==> src/rtl/instruction_fetch_stage.sv <==
`default_nettype none
// ============================================================================
// Module      : instruction_fetch_stage
// Description : IF stage of the pipelined RV64 core. Owns the PC, presents it
//               to the combinational instruction memory and captures
//               {PC, Instruction} into the IF/ID register. Supports hazard
//               stalls, taken-branch redirect with flush, and a clean halt
//               once the PC walks past the end of instruction memory.
// Revision    : 1.0 - initial release
// ============================================================================
module instruction_fetch_stage #(
    parameter logic [63:0] PC_RESET   = 64'd0,
    parameter int          IMEM_BYTES = 152,
    parameter logic [31:0] NOP_INSTR  = 32'h00000013
) (
    input  logic        clk,
    input  logic        reset,
    input  logic        stall,
    input  logic        branch_taken,
    input  logic [63:0] branch_target,
    output logic [63:0] Inst_Address,
    input  logic [31:0] Instruction,
    output logic [63:0] IF_ID_PC,
    output logic [31:0] IF_ID_Instruction,
    output logic        IF_ID_Valid,
    output logic        halted
);

    localparam logic [0:0]  S_RUN     = 1'b0;
    localparam logic [0:0]  S_HALT    = 1'b1;
    localparam logic [63:0] c_last_pc = 64'(IMEM_BYTES - 4);

    logic [0:0]  r_state;
    logic [0:0]  w_next_state;
    logic [63:0] r_pc;
    logic [63:0] r_if_id_pc;
    logic [31:0] r_if_id_instr;
    logic        r_if_id_valid;

    logic [63:0] w_target_aligned;
    logic        w_target_in_range;
    logic        w_pc_out_of_range;
    logic        w_load_target;
    logic        w_capture;
    logic        w_bubble;
    logic        w_halted;

    // Redirect targets are forced to word alignment before any range check.
    assign w_target_aligned  = branch_target & ~64'd3;
    assign w_target_in_range = (w_target_aligned <= c_last_pc);
    assign w_pc_out_of_range = (r_pc > c_last_pc);

    // State register: reset always wins, no partial update on that edge.
    always_ff @(posedge clk) begin
        if (reset) begin
            r_state <= S_RUN;
        end else begin
            r_state <= w_next_state;
        end
    end

    // Next-state and datapath control: branch > stall > out-of-range > normal.
    always_comb begin
        w_next_state  = r_state;
        w_load_target = 1'b0;
        w_capture     = 1'b0;
        w_bubble      = 1'b0;
        case (r_state)
            S_RUN: begin
                if (branch_taken) begin
                    w_load_target = 1'b1;
                    w_bubble      = 1'b1;
                end else if (stall) begin
                    w_next_state = S_RUN;
                end else if (w_pc_out_of_range) begin
                    w_bubble     = 1'b1;
                    w_next_state = S_HALT;
                end else begin
                    w_capture = 1'b1;
                end
            end
            S_HALT: begin
                // A branch still in EX may restart fetch; stall has no effect here.
                if (branch_taken) begin
                    w_load_target = 1'b1;
                    w_bubble      = 1'b1;
                    w_next_state  = w_target_in_range ? S_RUN : S_HALT;
                end
            end
            default: begin
                w_next_state = S_RUN;
            end
        endcase
    end

    // Output decode: halted comes straight from the state flop.
    always_comb begin
        w_halted = (r_state == S_HALT);
    end

    // PC and IF/ID register updates driven by the control decode above.
    always_ff @(posedge clk) begin
        if (reset) begin
            r_pc          <= PC_RESET;
            r_if_id_pc    <= 64'd0;
            r_if_id_instr <= NOP_INSTR;
            r_if_id_valid <= 1'b0;
        end else if (w_load_target) begin
            r_pc          <= w_target_aligned;
            r_if_id_pc    <= 64'd0;
            r_if_id_instr <= NOP_INSTR;
            r_if_id_valid <= 1'b0;
        end else if (w_bubble) begin
            r_if_id_pc    <= 64'd0;
            r_if_id_instr <= NOP_INSTR;
            r_if_id_valid <= 1'b0;
        end else if (w_capture) begin
            r_pc          <= r_pc + 64'd4;
            r_if_id_pc    <= r_pc;
            r_if_id_instr <= Instruction;
            r_if_id_valid <= 1'b1;
        end
    end

    assign Inst_Address      = r_pc;
    assign IF_ID_PC          = r_if_id_pc;
    assign IF_ID_Instruction = r_if_id_instr;
    assign IF_ID_Valid       = r_if_id_valid;
    assign halted            = w_halted;

endmodule
`default_nettype wire
==> config.mk <==
export PLATFORM = sky130hd
export DESIGN_NAME = instruction_fetch_stage
export DESIGN_NICKNAME = d
export VERILOG_FILES = /design/src/rtl/instruction_fetch_stage.sv
export SDC_FILE = /design/constraint.sdc
export NUM_CORES = 1
export LEC_CHECK = 0
export BUFFER_PORTS_ARGS = -buffer_cell sky130_fd_sc_hd__buf_2
export CORE_MARGIN = 2
export CORE_UTILIZATION = 30
export DETAILED_ROUTE_END_ITERATION = 8
export REMOVE_ABC_BUFFERS = 1
export SLEW_MARGIN = 20
export SYNTH_ARGS = -nofsm -noshare
export SYNTH_HDL_FRONTEND = slang
export SYNTH_SLANG_ARGS = --single-unit
==> constraint.sdc <==
create_clock -name clk -period 2.5 [get_ports clk]
set_input_delay 0.125 -clock clk [delete_from_list [all_inputs] [get_ports clk]]
set_output_delay 0.125 -clock clk [all_outputs]
set_load 0.01 [all_outputs]
======== Word level (Yosys, flattened, before mapping) ========
Index checks and enable logic that the tools add are counted.
storage, ports and cells
  register bits after elaboration ......... 162
  input port bits ......................... 100
  output and inout bits ................... 162
  logic and storage cells ................. 33
cells by class
  add/subtract/negate cells ............... 1
  $lt $le $gt $ge ......................... 2
  eq/ne operators ......................... 1
  multiplexer cells ....................... 16
  bitwise gates (word level) .............. 2
  reductions and logical operators ........ 5
operator list
  operator                                                         count
  2-to-1 mux 64 bit                                                3
  adder 64 x 3 -> 64 bit, second input constant                    1
  greater-than comparator 64 x 8 -> 1 bit, second input constant   1
  less-or-equal comparator 64 x 8 -> 1 bit, second input constant  1
  2-to-1 mux 1 bit                                                 11
  one-hot mux 1 bit (2 select lines)                               2
  AND reduction 2 bit                                              2
  OR reduction 3 bit                                               1
  != test 2 bit, second input constant                             1
  inverter 1 bit                                                   2
  nonzero test 2 bit                                               1
  OR reduction 2 bit                                               1

======== Depth between registers and ports, before layout ========
Gate-level depths: netlist of the first run.
  depth in word-level cells ............... 8
  depth in mapped cells ................... 9
  mapped depth without buffers ............ 6

======== Worst setup path after synthesis of the first run ========
Ideal clock, no wire load.
  path type ............................... register -> register
  start ................................... reg r_pc[2] (netlist: Inst_Address[2])
  end ..................................... reg r_pc[5] (netlist: Inst_Address[5])
  library setup time ...................... 0.091 ns
  data arrival time ....................... 2.103 ns
  required time ........................... 2.409 ns
  path slack .............................. 0.306 ns
  cell stages (with the launch flop) ...... 7
  buffers on the path ..................... 1
  clock period less this slack ............ 2.194 ns
  path through ............................ dfxtp_1 -> ha_1 -> o31ai_1 -> or4_4 -> buf_6 -> or4_1 -> a311oi_1
between the ends
  longest elaborated chain between the ends .. 7
  elaborated cells between the ends (all ways) .. 16
  classes of those cells .................. add/sub: 1; order compare: 1; eq/ne: 1; mux: 11; reduce/logical: 2
ends and longest elaborated chain
  element                                                                 RTL line  source
  start: declaration                                                      35        logic [63:0] r_pc;
  start signal: assignment                                                109       r_pc <= w_target_aligned;
  start signal: assignment                                                118       r_pc <= r_pc + 64'd4;
  greater-than comparator 64 x 8 -> 1 bit                                 51        assign w_pc_out_of_range = (r_pc > c_last_pc);
  2-to-1 mux 1 bit                                                        75        end else if (w_pc_out_of_range) begin
  2-to-1 mux 1 bit                                                        73        end else if (stall) begin
  2-to-1 mux 1 bit                                                        70        if (branch_taken) begin
  one-hot mux 1 bit (2 select lines) or 2-to-1 mux 1 bit (tied branches)  68        case (r_state)
  != test 2 bit (no source line) or nonzero test 2 bit (tied branches)    n/a
  AND reduction 2 bit (no source line)                                    n/a
Parallel ways exist; a longest one is shown, timed or not. The select of a mux whose other input is x is not followed.
A chain may end at the register's enable or synchronous reset.

======== Final worst setup path of the first run ========
  start ................................... reg r_pc[60] (netlist: Inst_Address[60])
  end ..................................... reg r_pc[5] (netlist: Inst_Address[5])
between the ends
  longest elaborated chain between the ends .. 7
  elaborated cells between the ends (all ways) .. 12
  classes of those cells .................. order compare: 1; eq/ne: 1; mux: 8; reduce/logical: 2
ends and longest elaborated chain
  element                                                                 RTL line
  greater-than comparator 64 x 8 -> 1 bit *                               51
  2-to-1 mux 1 bit                                                        75
  2-to-1 mux 1 bit                                                        73
  2-to-1 mux 1 bit                                                        70
  one-hot mux 1 bit (2 select lines) or 2-to-1 mux 1 bit (tied branches)  68
  != test 2 bit (no source line) or nonzero test 2 bit (tied branches)    n/a
  AND reduction 2 bit (no source line) *                                  n/a
Mark *: on every way between the ends. The rest lies on a longest branch, timed or not.

==> results of run 1 <==
-- synth_stat cells (all sizes together), types with 2 or more instances --
cell type	n
clkbuf	33
or4	3
nand4	10
nand3	41
and2	56
dfxtp	158
nor3	3
mux2i	56
nor4	31
nor2	63
buf	17
ha	3
a21oi	4
o31ai	3
nand2	3
a311oi	4
o21ai	42
inv	6
o21a	2
a211oi	37
-- cell type report --
| type | count | area (sq um) | share of cell area (%) |
|---|---|---|---|
| sequential | 158 | 3160 | 36.1 |
| timing repair buffer | 361 | 2360 | 26.9 |
| inverter | 6 | 22.5 | 0.257 |
| clock inverter | 13 | 108 | 1.23 |
| clock buffer | 19 | 453 | 5.17 |
| tap | 234 | 293 | 3.34 |
| multi-input combinational | 372 | 2370 | 27.0 |
-- power by group --
| part | switching [W] | internal (W) |
|---|---|---|
| Combinational | 0.000293 | 0.000289 |
| Sequential | 0.0000522 | 0.00258 |
| Clock | 0.00112 | 0.00134 |
-- cell families after synthesis --
logic type | after synthesis
AOI/OAI and AO/OA | 97
adders and majority gates | 3
buffers and inverters | 56
DFF | 158
muxes | 56
other | 1
and+or+nand+nor | 212
-- state kept, by name (all words and copies together) (netlist names) --
register and cells:
IF_ID_Instruction 32, Inst_Address 62, IF_ID_PC 62, halted 1
IF_ID_Valid 1
-- metrics by stage --
step | util [%] | power [W] | instance area (sq um) | setup TNS (ns)
floorplan | - | 0.00287 | 5540 | -75.95
global placement | 38.8 | 0.00314 | 7280 | 0
detailed placement | 38.8 | 0.00315 | 7280 | 0
CTS | 46.6 | 0.00573 | 8750 | 0
global route | 46.7 | 0.00588 | 8760 | 0
finish | 46.7 | 0.00567 | 8760 | 0
-- metal layers --
metal | share of wire, % | vias up | track usage, %
li1 | - | 2747 | -
met2 | 45 | 229 | 28.3
met4 | 3.7 | 2 | 9.38
met1 | 43 | 2573 | 22.7
met3 | 8.0 | 54 | 6.39
met5 | 0.069 | - | 0
-- worst paths after layout --
check	cells after the start	start	to
worst max-delay path	5	Inst_Address[60]	Inst_Address[5]
worst min-delay path	3	Instruction[1]	IF_ID_Instruction[1]
worst max register to register	5	Inst_Address[60]	Inst_Address[5]
worst min register to register	1	IF_ID_PC[31]	IF_ID_PC[31]
-- timing repair --
action                     4_1_cts  5_1_grt
setup endpoints to repair        0        3
hold endpoints to repair        91        0
gates resized for setup          0        2
hold buffers                    91        0
-- worst max-delay path, cell delays in order, from the launching register on --
cell and delay, ns:
dfxtp_1 0.33, nor4_1 0.35, nand4_1 0.29, or4_4 0.55
or4_1 0.52, a311oi_1 0.24
==> out/metrics.yaml, run 1 <==
timing:
  setup_violations: 0
  rsz0062_at_grt: "false"
  fin_ws_ns: 0.132
  timing.slew.headroom_pct: 54.1
  fmax_ghz: 0.422
  hold_viol_final: 0
  fin_skew_ns: 0.00956
  finalMaxSlewViolations: 0
  hold_ws_ns: 0.0280
  worst_pin_slew_ns: 0.688
  fin_crit_sh_pct: 94.7
  period_needed_ns: 2.37
logic_synthesis:
  synth.area.mux_share_pct: 9.77
  synthTopCellsByArea: "dfxtp_1 55%, mux2i_1 9.8%, and2_1 6.1%, a211oi_1 4.8%, nor2_1 4.1%"
  synth_seq_cells: 158
  syn-instance-count: 583
  synth_xor_area_share_pct: 0
  syn_avg_cell_area_sq_um: 9.84
  synth_simple_gate_area_share_pct: 19.4
  synth_fa_ha_area_share_pct: 0.654
  synthDistinctLibCells: 33
  synth_top_area_share_pct: 55.1
  ys.flop_type: "dfxtp_1"
  ys.warnings.count: 0
  syn_area_sq_um: 5740
  synth_seq_area_share_pct: 55.1
  synth_compound_area_share_pct: 10.9
  synth_edf_count: 0
  yosysTopAreaCell: "dfxtp_1"
  synth_top_family_by_area: "simple AND/OR/NAND/NOR gates"
  async_flop_share_pct: 0
place:
  routabilityCongestion: 0.835
  post-place-ws_ns: 0.137
  port_buffers: 255
  place_inst: 1040
  dpl.hpwl_microns: 11900
power:
  ir_drop_uv: 454
  power_density_nw_per_um2: 647
  leakagePower_nw: 4.02
clock_tree:
  cts_tree: "yes"
  clock_latency_ns: 0.43
  clkTransAtPathRegs_ns: 0.07
  cts_sinks: 158
  cts_setup_buffers: 0
  cts_buffer_depth: 2
  root_buffer: "clkbuf_16"
  cts_buffers: 17
  htreeDepth: 4
floorplan:
  io_pins: 262
  num_rows: 50
  start_util_pct: 30.6
  fp.dieH_microns: 142
  dieWidth_microns: 142
  dieArea_sq_um: 20300
  core-area_sq_um: 18800
detailed_routing:
  first_pass_iters: 4
  routed_via_density: 4.82
  wirelength_microns: 18800
  drcViolationCount: 0
  wl_per_cell_microns: 16.2
  drtIter0Drc: 329
  ant_nets: 0
  dr_total_vias: 5605
run_status:
  status: "finished clean"
job:
  max_cap_violations: 0
global_routing:
  grt_util_all_layers_pct: 18.3
  grt_max_degree: 65
  grt_pass1_vias: 5496
  grt_pass1_wl_microns: 29000
  antenna_found_initial: 1
  grt_overflow: 0
cells_and_area:
  final_cells: 1163
  syn2layout_area_growth_pct: 52.7
  mostFrequentLayoutCell: "buf_2"
  antenna_cells: 0
  final_nets: 1019
  layout_common_cells: "254 x buf_2, 158 x dfxtp_1, 91 x dlygate4sd3_1"
  fillers: 1809
  drive_gt1_share_pct: 33.2
critical_path:
  path_class: "flip-flop to flip-flop"
  critPathArrivalTime_ns: 2.71
  crit_path_start_kind: "flip-flop"
  critical_path.endpoint_type: "flip-flop"
  crit_fanout: 7
  timing.reg2reg.setup_slack_ns: 0.13
  crit_required_ns: 2.84
min_path:
  hp-class: "primary input to flip-flop"
(Power assumes the default switching activity.)
==> inputs of run 2 (changes only) <==
Settings changed: CELL_PAD_IN_SITES_DETAIL_PLACEMENT set to 0, CELL_PAD_IN_SITES_GLOBAL_PLACEMENT set to 2, CORE_UTILIZATION 30 to 27, PLACE_DENSITY_LB_ADDON set to 0.1.
==> out/metrics.yaml, run 2 (synthesized netlist as in run 1, its figures left out) <==
global_routing:
  grt_pass1_vias: 5535  # +0.71%
  grt_pass1_wl_microns: 30100  # +3.9%
  grt_overflow: 0  # unchanged
  grt_util_all_layers_pct: 17.2  # -1.2 points
  antenna_found_initial: 0  # -1
  grt_max_degree: 65  # unchanged
critical_path:
  crit_path_start_kind: "flip-flop"
  critical_path.endpoint_type: "flip-flop"
  crit_required_ns: 2.83  # about the same
  path_class: "flip-flop to flip-flop"
  cp_num_buf_inv: 0  # unchanged
  max_stage_delay_ns: 0.58  # +0.03 ns
  critPathArrivalTime_ns: 2.63  # -0.08 ns
  crit_path_cell_trace: "nor4_1 -> nand4_1 -> or4_4 -> or4_1 -> a311oi_1"
  cp_top_family: "simple AND/OR/NAND/NOR gates"
  crit_fanout: 8  # +1
  crit_path_top_delay_cell: "or4_4"
timing:
  period_needed_ns: 2.30  # -0.0706 ns
  worst_pin_slew_ns: 0.712  # +0.0240 ns
  timing.slew.headroom_pct: 52.5  # -1.6 points
  rsz0062_at_grt: "false"
  finalMaxSlewViolations: 0  # unchanged
  hold_viol_final: 0  # unchanged
  fin_crit_sh_pct: 91.9  # -2.8 points
  setup_violations: 0  # unchanged
  fin_skew_ns: 0.00952  # -0.0000433 ns
  fmax_ghz: 0.435  # +3.1%
  hold_ws_ns: 0.0237  # -0.00428 ns
  tns_ns: 0  # unchanged
clock_tree:
  root_buffer: "clkbuf_16"
  cts_sinks: 158  # unchanged
  clock_latency_ns: 0.42  # about the same
  cts_buffers: 17  # unchanged
  htreeDepth: 4  # unchanged
  cts_buffer_depth: 2  # unchanged
  cts_tree: "yes"
  clkTransAtPathRegs_ns: 0.07  # about the same
cells_and_area:
  final_nets: 1022  # +0.29%
  final_cells: 1207  # +3.8%
  antenna_cells: 0  # unchanged
  mostFrequentLayoutCell: "buf_2"
  drive_gt1_share_pct: 33.6  # +0.43 points
  layout_common_cells: "254 x buf_2, 158 x dfxtp_1, 90 x dlygate4sd3_1"
  fillers: 2133  # +18%
  syn2layout_area_growth_pct: 55.2
detailed_routing:
  dr_total_vias: 5516  # -1.6%
  first_pass_iters: 4  # unchanged
  wirelength_microns: 19300  # +2.8%
  drtIter0Drc: 173  # -47%
  wl_per_cell_microns: 16.0  # -0.98%
  ant_nets: 0  # unchanged
  routed_via_density: 4.57  # -5.2%
  drcViolationCount: 0  # unchanged
min_path:
  hp-class: "primary input to flip-flop"
floorplan:
  core-area_sq_um: 21000  # +12%
  dieArea_sq_um: 22400  # +11%
  fp.dieH_microns: 150  # +5.3%
  io_pins: 262  # unchanged
  dieWidth_microns: 150  # +5.3%
  num_rows: 53  # +6.0%
  start_util_pct: 27.4  # -3.2 points
run_status:
  status: "finished clean"
place:
  dpl.hpwl_microns: 13300  # +12%
  port_buffers: 255  # unchanged
  place_inst: 1084  # +4.2%
  routabilityCongestion: 0.814  # -2.6%
job:
  max_cap_violations: 0  # unchanged
power:
  power_density_nw_per_um2: 681  # +5.3%
  leakagePower_nw: 4.07  # +1.4%
  ir_drop_uv: 381  # -16%
run 2: cell count changes in the layout (fill, tap and decap cells not counted), sizes merged:
cell         before  now
clkinv            5    1
inv              10   14
clkinvlp          4    2
clkbuf           19   17
buf             270  274
dlygate4sd3      91   90
bufinv            0    4
run 2: final cells by class:
cell class | instances | area, sq um | area share [%]
sequential | 158 | 3160 | 35.5
multi-input combinational | 372 | 2370 | 26.7
timing repair buffer | 364 | 2360 | 26.5
clock buffer | 17 | 425 | 4.77
tap | 275 | 344 | 3.86
clock inverter | 15 | 220 | 2.47
inverter | 6 | 22.5 | 0.253
run 2: power breakdown:
| part | switching, W | internal (W) |
|---|---|---|
| Combinational | 0.000291 | 0.000290 |
| Sequential | 0.0000524 | 0.00258 |
| Clock | 0.00115 | 0.00171 |
| Total | 0.00149 | 0.00458 |
run 2: worst paths after layout:
check | to | startpoint | cells after the start | slack [ns]
worst max-delay path | Inst_Address[5] | Inst_Address[61] | 5 | 0.20
worst min-delay path | Inst_Address[41] | branch_target[41] | 3 | 0.02
worst max register to register | Inst_Address[5] | Inst_Address[61] | 5 | 0.20
worst min register to register | IF_ID_PC[25] | IF_ID_PC[25] | 1 | 0.46
run 2: per-stage QoR:
stage                     setup slack, ns  utilization, %  total power, W  cell area [sq um]
after floorplan                     -1.86               -         0.00287               5540
after global routing              0.00311            42.5         0.00634               8910
after detailed placement            0.161            35.0         0.00316               7340
final                               0.203            42.5         0.00607               8910
after global placement              0.157            35.0         0.00315               7340
after CTS                           0.144            42.4         0.00615               8890
run 2: timing repair:
action | in CTS | in global routing
gates resized for setup | 0 | 2
endpoints found under the hold margin | 90 | 0
buffers inserted | 0 | 1
setup endpoints to repair | 0 | 4
hold buffers | 90 | 0
run 2: metal layers:
layer  vias up  share of wire, %  track usage, %
met5         -                 0               0
met4         0               2.1            5.61
met3        28               6.7            5.79
met2       172                46            27.3
met1      2567                45            22.0
li1       2749                 -               -
run 2: worst reg2reg max path: stages (launching register included):
cell      delay [ns]
dfxtp_1         0.34
nor4_1          0.36
nand4_1         0.19
or4_4           0.58
or4_1           0.52
a311oi_1        0.24
==> inputs of run 3 (changes only) <==
Settings changed: PLACE_DENSITY set to 0.8, PLACE_DENSITY_LB_ADDON 0.1 to not set.
==> out/metrics.yaml, run 3 (synthesized netlist as in run 1, its figures left out) <==
run_status:
  status: "finished clean"
cells_and_area:
  syn2layout_area_growth_pct: 54.7
  drive_gt1_share_pct: 33.5  # -0.072 points
  final_cells: 1212  # +0.41%
  layout_common_cells: "254 x buf_2, 158 x dfxtp_1, 92 x dlygate4sd3_1"
  final_nets: 1024  # +0.20%
  mostFrequentLayoutCell: "buf_2"
place:
  port_buffers: 255  # unchanged
  routabilityCongestion: 0.758  # -6.8%
  dpl.hpwl_microns: 12700  # -4.2%
  place_inst: 1083  # -0.092%
clock_tree:
  cts_buffers: 17  # unchanged
  htreeDepth: 4  # unchanged
  clock_latency_ns: 0.41  # about the same
  cts_buffer_depth: 2  # unchanged
  clkTransAtPathRegs_ns: 0.07  # about the same
  cts_sinks: 158  # unchanged
  root_buffer: "clkbuf_16"
  cts_tree: "yes"
timing:
  fin_crit_sh_pct: 93.1  # +1.2 points
  fmax_ghz: 0.430  # -1.3%
  hold_ws_ns: 0.0660  # +0.0423 ns
  worst_pin_slew_ns: 0.693  # -0.0187 ns
  finalMaxSlewViolations: 0  # unchanged
  period_needed_ns: 2.33  # +0.0304 ns
  rsz0062_at_grt: "false"
  hold_viol_final: 0  # unchanged
  timing.slew.headroom_pct: 53.8  # +1.2 points
  setup_violations: 0  # unchanged
  fin_skew_ns: 0.00939  # -0.000121 ns
floorplan:
  dieWidth_microns: 150  # unchanged
  dieArea_sq_um: 22400  # unchanged
  fp.dieH_microns: 150  # unchanged
  start_util_pct: 27.4  # unchanged
  io_pins: 262  # unchanged
  num_rows: 53  # unchanged
  core-area_sq_um: 21000  # unchanged
critical_path:
  endpoint: "Inst_Address[5]"
  reg2reg_depth: 6  # +1
  path_class: "flip-flop to flip-flop"
  worstReg2RegStart: "Inst_Address[41]"
  critPathArrivalTime_ns: 2.65  # +0.02 ns
  max_stage_delay_ns: 0.48  # -0.10 ns
  crit_fanout: 4  # -4
  crit_path_start_kind: "flip-flop"
  critical_path.endpoint_type: "flip-flop"
  crit_path_cell_trace: "nor4_2 -> buf_4 -> nand4_1 -> or3_1 -> or4_1 -> a311oi_1"
  critPathLaunch: "Inst_Address[41]"
  timing.reg2reg.setup_slack_ns: 0.17  # -0.03 ns
  crit_path_top_delay_cell: "or4_1"
  reg2reg_to: "Inst_Address[5]"
  crit_required_ns: 2.83  # about the same
detailed_routing:
  wl_per_cell_microns: 15.7  # -2.1%
  ant_nets: 0  # unchanged
  drcViolationCount: 0  # unchanged
  routed_via_density: 4.52  # -1.2%
  wirelength_microns: 19000  # -1.7%
  drtIter0Drc: 266  # +54%
  dr_total_vias: 5475  # -0.74%
  first_pass_iters: 4  # unchanged
min_path:
  hp-class: "primary input to flip-flop"
  whs_path_depth: 4  # +1
power:
  leakagePower_nw: 4.05  # -0.42%
  ir_drop_uv: 418  # +9.5%
  power_density_nw_per_um2: 646  # -5.1%
global_routing:
  grt_max_degree: 65  # unchanged
  grt_pass1_wl_microns: 29400  # -2.3%
  grt_pass1_vias: 5547  # +0.22%
  grt_util_all_layers_pct: 16.8  # -0.43 points
  grt_overflow: 0  # unchanged
  antenna_found_initial: 3  # +3
job:
  max_cap_violations: 0  # unchanged
-- run 3: cell count changes in the layout (fill, tap and decap cells not counted), moves of 2 or more --
cell	previous run	this run
inv_8	4	0
clkinv_4	0	2
dlygate4sd3_1	90	92
clkinv_2	1	3
inv_6	4	7
bufinv_16	4	1
diode_2	0	3
-- run 3: layer usage --
layer | vias to the layer above | global-route usage (%) | wire length, microns
li1 | 2764 | - | -
met1 | 2499 | 21.3 | 8620
met2 | 180 | 26.4 | 8660
met3 | 32 | 5.46 | 1200
met4 | 0 | 6.51 | 524
met5 | - | 0 | 0
-- run 3: area by class of cell --
cell class                      instances  area [sq um]
Antenna cell                            3          7.51
Tap cell                              275           344
Timing Repair Buffer                  366          2390
Fill cell                            2111         12100
Clock buffer                           18           439
Clock inverter                         14           131
Multi-Input combinational cell        372          2380
Sequential cell                       158          3160
Inverter                                6          22.5
-- run 3: repair_timing --
item / in CTS / in global routing
setup buffers: 0 / 2
hold buffers: 92 / 0
gates resized for setup: 0 / 2
setup endpoints to repair: 0 / 31
endpoints found under the hold margin: 92 / 0
-- run 3: worst min path at each step --
stage | endpoint | startpoint
after global placement | IF_ID_Instruction[1] | Instruction[1]
after floorplan | Inst_Address[2] | reset
after detailed placement | IF_ID_Instruction[4] | Instruction[4]
final | Inst_Address[7] | branch_target[7]
after CTS | Inst_Address[7] | branch_target[7]
after global routing | Inst_Address[7] | branch_target[7]
-- run 3: worst max-delay path: cells and delay by family, from the launching register on --
| family | cells | cell delay (ns) |
|---|---|---|
| buf+inv | 1 | 0.18 |
| simple gates | 4 | 1.44 |
| compound gates | 1 | 0.25 |
| flops | 1 | 0.36 |
-- run 3: through the flow --
stage	power [W]	setup TNS [ns]	setup slack (ns)	utilization, %	instance area (sq um)
4_1_cts	0.00581	0	0.0289	42.2	8840
3_3_place_gp	0.00316	0	0.0196	35.1	7350
3_5_place_dp	0.00316	0	0.0468	35.1	7350
5_1_grt	0.00599	0	0.0210	42.3	8870
6_report	0.00573	0	0.172	42.4	8880
2_1_floorplan	0.00287	-75.95	-1.86	-	5540
-- run 3: where the power goes --
| group | leakage (nW) | switching, W | total [W] | internal, W |
|---|---|---|---|---|
| registers | 1.29 | 0.0000518 | 0.00263 | 0.00258 |
| clock network | 0.283 | 0.00110 | 0.00251 | 0.00142 |
| logic | 2.49 | 0.000294 | 0.000591 | 0.000296 |
| total | 4.05 | 0.00144 | 0.00573 | 0.00429 |
